File: config.mk
export PLATFORM = sky130hd
export DESIGN_NAME = buzzer_sequencer
export DESIGN_NICKNAME = d
export VERILOG_FILES = /design/src/rtl/buzzer_sequencer.sv
export SDC_FILE = /design/constraint.sdc
export NUM_CORES = 1
export LEC_CHECK = 0
export ABC_AREA = 0
export BUFFER_PORTS_ARGS = -buffer_cell sky130_fd_sc_hd__buf_2
export CAP_MARGIN = 25
export CORE_UTILIZATION = 35
export CTS_BUF_LIST = sky130_fd_sc_hd__clkbuf_4
export DETAILED_ROUTE_END_ITERATION = 6
export SLEW_MARGIN = 40
export SYNTH_ARGS = -nofsm -noshare
export SYNTH_HDL_FRONTEND = slang
export SYNTH_SLANG_ARGS = --single-unit
File: constraint.sdc
create_clock -name clock_in -period 3 [get_ports clock_in]
set_clock_uncertainty 0.15 [all_clocks]
set_input_delay 0.6 -clock clock_in [delete_from_list [all_inputs] [get_ports clock_in]]
set_output_delay 0.6 -clock clock_in [all_outputs]
set_load 0.1 [all_outputs]
File: src/rtl/buzzer_sequencer.sv
// buzzer_sequencer: gates the note-divider tone onto the buzzer pin as a
// fixed pattern of BEEPS bursts (ON_CYCLES audible, OFF_CYCLES silent).
// Optional feature macro: BUZZER_RETRIGGER_EN. When it is defined, a start
// during a sequence restarts the pattern from the first beep.
//
// Control semantics: start is a single-cycle request. It is accepted in IDLE,
// and also while busy when retrigger is enabled. stop is a level abort that
// returns to IDLE on the next edge and takes priority over start. done pulses
// for one cycle only when the final silence completes normally.
module buzzer_sequencer #(
  parameter int unsigned BEEPS      = 3,
  parameter logic [27:0] ON_CYCLES  = 28'd25_000_000,
  parameter logic [27:0] OFF_CYCLES = 28'd12_500_000
) (
  input  logic       clock_in,
  input  logic       rst_n,
  input  logic       start,
  input  logic       stop,
  input  logic       tone_in,
  output logic       buzzer_out,
  output logic       busy,
  output logic       done,
  output logic [1:0] state_dbg
);

  localparam logic [27:0] ON_LAST   = ON_CYCLES - 28'd1;
  localparam logic [27:0] OFF_LAST  = OFF_CYCLES - 28'd1;
  localparam logic [3:0]  BEEP_LAST = 4'(BEEPS - 1);

  typedef enum logic [1:0] {
    ST_IDLE = 2'd0,
    ST_ON   = 2'd1,
    ST_OFF  = 2'd2
  } state_t;

  state_t      state_q, state_d;
  logic [27:0] phase_q, phase_d;
  logic [3:0]  beep_q, beep_d;
  logic        done_d;
  logic        buzzer_d;
  logic        retrig;

`ifdef BUZZER_RETRIGGER_EN
  // A start arriving mid-sequence restarts the pattern.
  assign retrig = start && (state_q != ST_IDLE);
`else
  // Mid-sequence starts are dropped.
  assign retrig = 1'b0;
`endif

  // Next-state logic: stop dominates, then retrigger, then normal phase stepping.
  always_comb begin
    state_d = state_q;
    phase_d = phase_q;
    beep_d  = beep_q;
    done_d  = 1'b0;
    if (stop) begin
      state_d = ST_IDLE;
      phase_d = 28'd0;
      beep_d  = 4'd0;
    end else if (retrig) begin
      state_d = ST_ON;
      phase_d = 28'd0;
      beep_d  = 4'd0;
    end else begin
      case (state_q)
        ST_IDLE: begin
          if (start) begin
            state_d = ST_ON;
            phase_d = 28'd0;
            beep_d  = 4'd0;
          end
        end
        ST_ON: begin
          if (phase_q == ON_LAST) begin
            state_d = ST_OFF;
            phase_d = 28'd0;
          end else begin
            phase_d = phase_q + 28'd1;
          end
        end
        ST_OFF: begin
          if (phase_q == OFF_LAST) begin
            phase_d = 28'd0;
            if (beep_q == BEEP_LAST) begin
              state_d = ST_IDLE;
              beep_d  = 4'd0;
              done_d  = 1'b1;
            end else begin
              state_d = ST_ON;
              beep_d  = beep_q + 4'd1;
            end
          end else begin
            phase_d = phase_q + 28'd1;
          end
        end
        default: begin
          state_d = ST_IDLE;
          phase_d = 28'd0;
          beep_d  = 4'd0;
        end
      endcase
    end
  end

  // Tone passes only during the audible phase; it is registered once more on the way out.
  assign buzzer_d = (state_q == ST_ON) & tone_in;

  // State, counters and registered outputs; reset silences the buzzer immediately.
  always_ff @(posedge clock_in or negedge rst_n) begin
    if (!rst_n) begin
      state_q    <= ST_IDLE;
      phase_q    <= 28'd0;
      beep_q     <= 4'd0;
      buzzer_out <= 1'b0;
      done       <= 1'b0;
    end else begin
      state_q    <= state_d;
      phase_q    <= phase_d;
      beep_q     <= beep_d;
      buzzer_out <= buzzer_d;
      done       <= done_d;
    end
  end

  assign busy      = (state_q != ST_IDLE);
  assign state_dbg = state_q;

endmodule

Word level (Yosys, flattened, before mapping)
Cells that the tools add are included. Widths: inputs -> output; s select.

Add/subtract/negate cells: 2. Reductions and logical operators: 4. Muxes and demuxes: 20. Bitwise logic cells: 1. Multiply operators: 0. Magnitude comparators: 0. Divide/modulo/power cells: 0. Shifts and indexed selects: 0. Equality and inequality tests: 9.

Operators by type and width (count): $mux 28 (4); $pmux 28 s3 (1); $add 28x1->28 const B (1); $eq 28x24->1 const B (1); $eq 28x25->1 const B (1); $mux 4 (4); $pmux 4 s3 (1); $ne 3x3->1 const B (3); $mux 2 (4); $pmux 2 s3 (1); $reduce_and 3->1 (2); $mux 1 (5); $add 4x1->4 const B (1); $eq 4x2->1 const B (1); $eq 2x1->1 const B (1); $eq 2x2->1 const B (1); $logic_not 2->1 (1); $ne 2x2->1 const B (1); $reduce_bool 2->1 (1); $and 1x1->1 (1).

Register bits: 36. Word-level logic and storage cells: 41. Memories: 0. Memory bits (writable): 0. Memory bits (read-only): 0. Input bits: 5. Latch bits: 0.

Logic depth before layout (Yosys ltp)
Depth in word-level cells: 5. Mapped depth: 8. Mapped depth without buffers: 7.

Least setup slack after synthesis
OpenSTA, ideal clock, no wires.

Kind: flip-flop to flip-flop. From: register state_q[1], in the netlist state_dbg[1]. To: register phase_q[13]. Path slack: 146 ps. Path buffers: 1. Stages on the path, launching flop included: 9. Arrival: 2585 ps. Required time: 2731 ps. Cells stage by stage: dfrtp_1 inv_1 ha_1 or3b_2 clkbuf_1 nand3_1 nor4_1 xnor2_1 nor2_1.

Word-level cells in the longest chain between the ends: 3. Elaborated cells between the ends (all ways): 6.

Ends and longest elaborated chain: start, declared (line 36) `state_t state_q, state_d;`; start signal, assigned (line 118) `state_q <= state_d;`; $eq 2x2->1 (tied with other cells) (line 66) `case (state_q)`; $pmux 28 s3 (line 66); $mux 28 (line 57) `if (stop) begin`; end signal, assigned (line 119) `phase_q <= phase_d;`; end, declared (line 37) `logic [27:0] phase_q, phase_d;`.

Several ways; a longest one is shown, not always the timed one. A chain may end at the register's enable or synchronous reset.

Worst setup path in the final report
From: register state_q[1], in the netlist state_dbg[1]. To: register phase_q[23].

Same word-level chain as after synthesis.

==> impl_results.md <==
- Hold-fix buffers, CTS: 0
- EDFF count, synth: 0
- Startpoint class of the critical path: register
- First-pass GRT wire length: 9610 um
- Fin crit share: 0.824
- Max stage delay on crit path: 0.42 ns
- Vias in the first global route: 1,874
- CP max FO: 15
- Overall Global Routing Usage: 0.175
- ANT nets after route: 0
- Pre-CTS setup slack: 0.536 ns
- Setup WS post-layout: 0.527 ns
- Setup tns final: 0 ns
- Routed WL: 5540 um
- Reg-to-reg slack, setup: 0.53 ns
- Worst vdd ir: 403 uV
- Vert. Die Dim: 83.4 um
- CP arrival: 2.57 ns
- Final Hold Fails: 0
- Fin area: 2520 sq um
- Synthesized area: 2320 sq um
- Crit. End Element: register
- Crit Path Category: register to register
- Core area: 6390 sq um
- Num CTS Buffers: 5
- Max-cap violations: 0
- Dpl cell area: 2440 sq um
- Sequential share of power: 0.354
- Synth Warn #: 0
- Synth Area per Inst: 9.34 sq um
- RSZ-0062 raised after global routing: false
- DP HPWL: 3970 um
- Initial antenna violation count: 0
- Clock transition at the registers of the reported paths: 0.12 ns
- Finished Layout Cells: 339
- Synth top cells by count: dfrtp_1, nand2_1, nor2_1
- Clock root cell: clkbuf_4
- RR Startpoint: state_dbg[1]
- Top_reg_cell synth: dfrtp_1
- Comb pwr share: 0.415
- Die area: 6950 sq um
- Gr ovfl total: 0
- Data required, critical path: 3.09 ns
- Clock power share: 0.231
- Die X: 83.4 um
- Largest net degree at the start of global routing: 37
- Clock sink total: 36
- Ports: 10
- Sequential element share of the synthesized area: 0.389
- Design Power: 1.51 mW
- Worst min path class: input port to async pin
- Top Family by Delay on Critical Path: simple AND/OR/NAND/NOR gates
- Reg2Reg Depth: 7
- Net Sw Frac: 0.448
- Area share of the largest cell type after synthesis: 0.389
- Status: finished clean
- Drc violations: 0
- Cells after Synth: 248
- Layout cell share with drive strength beyond 1: 0.168
- Min Clock Period, post-route: 2.47 ns
- Int Power: 834 uW
- Top cells by area, synth: dfrtp_1, ha_1, nand2_1
- CP Buf/Inv Count: 1
- Final Max Slew Viols: 0
- # placed instances: 331
- Area grow syn2layout: 8.69%
- TritonCTS clock tree: done
- Via count: 1,971
- Worst-Skew Late Latency: 0.36 ns
- Vias per cell: 5.81
- Static Leak: 0.967 nW
- Wirelength per Cell: 16.3 um
- Placer Congestion: 0.894
- Fillers: 648
- Syn Nets: 261
- Levels on crit path: 7
- Register bit count reported by yosys: 36
- Area leader, netlist: dfrtp_1
- Number of I/O port buffers: 9
- Nets@finish: 274
- RR Endpoint: phase_q[23]
- Crit path launch: state_dbg[1]
- N_diodes: 0
- Worst-path cell chain: inv_1 -> ha_1 -> nor2b_1 -> nand2_1 -> nor2_1 -> o21ai_4 -> o41ai_1
- DR pass1 iterations: 4
- NetSw: 678 uW
- Setup Buffers After CTS: 0
- Post-synth ARST share: 1.00
- PwrDens: 600 nW/um^2
- CP max stage cell: dfrtp_1
- CTS max path bufs: 2
- Setup violations, final: 0
- DRT iter0 DRCs: 244
- Slew headroom: 0.680
- Max Fclk: 404 MHz
- Synth unique cells: 56
- Cts repair resizes: 0
- CP Capture Point: phase_q[23]
- Slew @ Worst Pin: 0.484 ns
- Most numerous cell in the Yosys netlist: dfrtp_1
- Cell Rows: 29
- Starting density of the core: 0.363
- CTS HTree Levels: 2
==> worst min path at each step <==
stage	start	endpoint	cells after the start
2_1_floorplan	rst_n	beep_q[0]	0
3_3_place_gp	beep_q[3]	beep_q[3]	1
3_5_place_dp	beep_q[3]	beep_q[3]	1
4_1_cts	rst_n	beep_q[0]	1
5_1_grt	rst_n	beep_q[0]	1
6_report	rst_n	beep_q[0]	1
==> state kept, by name, indices dropped and copies added (netlist names) <==
register and count:
buzzer_out 1, phase_q 28, done 1, state_dbg 2
beep_q 4
==> cells in the final DEF (no fill, tap or decap), types with 7 or more instances in the layout <==
| master | netlist | layout |
|---|---|---|
| buf_2 | 1 | 8 |
| buf_4 | 1 | 8 |
| dfrtp_1 | 36 | 36 |
| ha_1 | 8 | 8 |
| inv_1 | 13 | 13 |
| nand2_1 | 26 | 26 |
| nand3_1 | 12 | 12 |
| nand4_1 | 14 | 14 |
| nor2_1 | 18 | 18 |
| nor4_1 | 7 | 7 |
| o21ai_0 | 12 | 12 |
| o31ai_1 | 8 | 8 |
| xor2_1 | 7 | 7 |
==> logic make-up after synthesis <==
family	after synthesis	synth area share
flip-flops	36	0.389
adder cells (fa/ha/maj)	8	0.0432
XOR/XNOR	10	0.0378
AND/OR/NAND/NOR	116	0.293
buffers and inverters	23	0.0535
multiplexers	2	0.00918
AO/OA/AOI/OAI	53	0.174
==> per-stage QoR <==
stage / utilization / hold slack [ns]
6_report: 0.394 / 0.0316
5_1_grt: 0.394 / 0.0691
4_1_cts: 0.394 / 0.0508
3_5_place_dp: 0.382 / 0.352
3_3_place_gp: 0.381 / 0.350
2_1_floorplan: - / 0.154
==> routing by layer <==
| metal | track usage | share of wire | vias to the layer above | wire length [um] |
|---|---|---|---|---|
| met1 | 0.260 | 0.49 | 948 | 2690 |
| met2 | 0.248 | 0.43 | 46 | 2400 |
| met5 | 0 | 0 | - | 0 |
| met3 | 0.0368 | 0.059 | 9 | 328 |
| li1 | - | - | 968 | - |
| met4 | 0.0627 | 0.023 | 0 | 128 |
==> area by class of cell <==
cell class              count  area, sq um  share of cell area
inverters                  13         48.8              0.0194
clock inverters             3         42.5              0.0169
well taps                  77         96.3              0.0383
repair buffers             16          100              0.0397
multi-input cells         189         1290               0.513
clock buffers               5         37.5              0.0149
flip-flops and latches     36          901               0.358
==> power groups by stage <==
stage / registers, mW / logic [mW] / clock network (mW)
after detailed placement: 0.545 / 0.626 / 0
after global routing: 0.541 / 0.679 / 0.378
after CTS: 0.536 / 0.628 / 0.359
after global placement: 0.544 / 0.627 / 0
final: 0.535 / 0.628 / 0.349
after floorplan: 0.656 / 0.403 / 0
(Power assumes the default switching activity.)
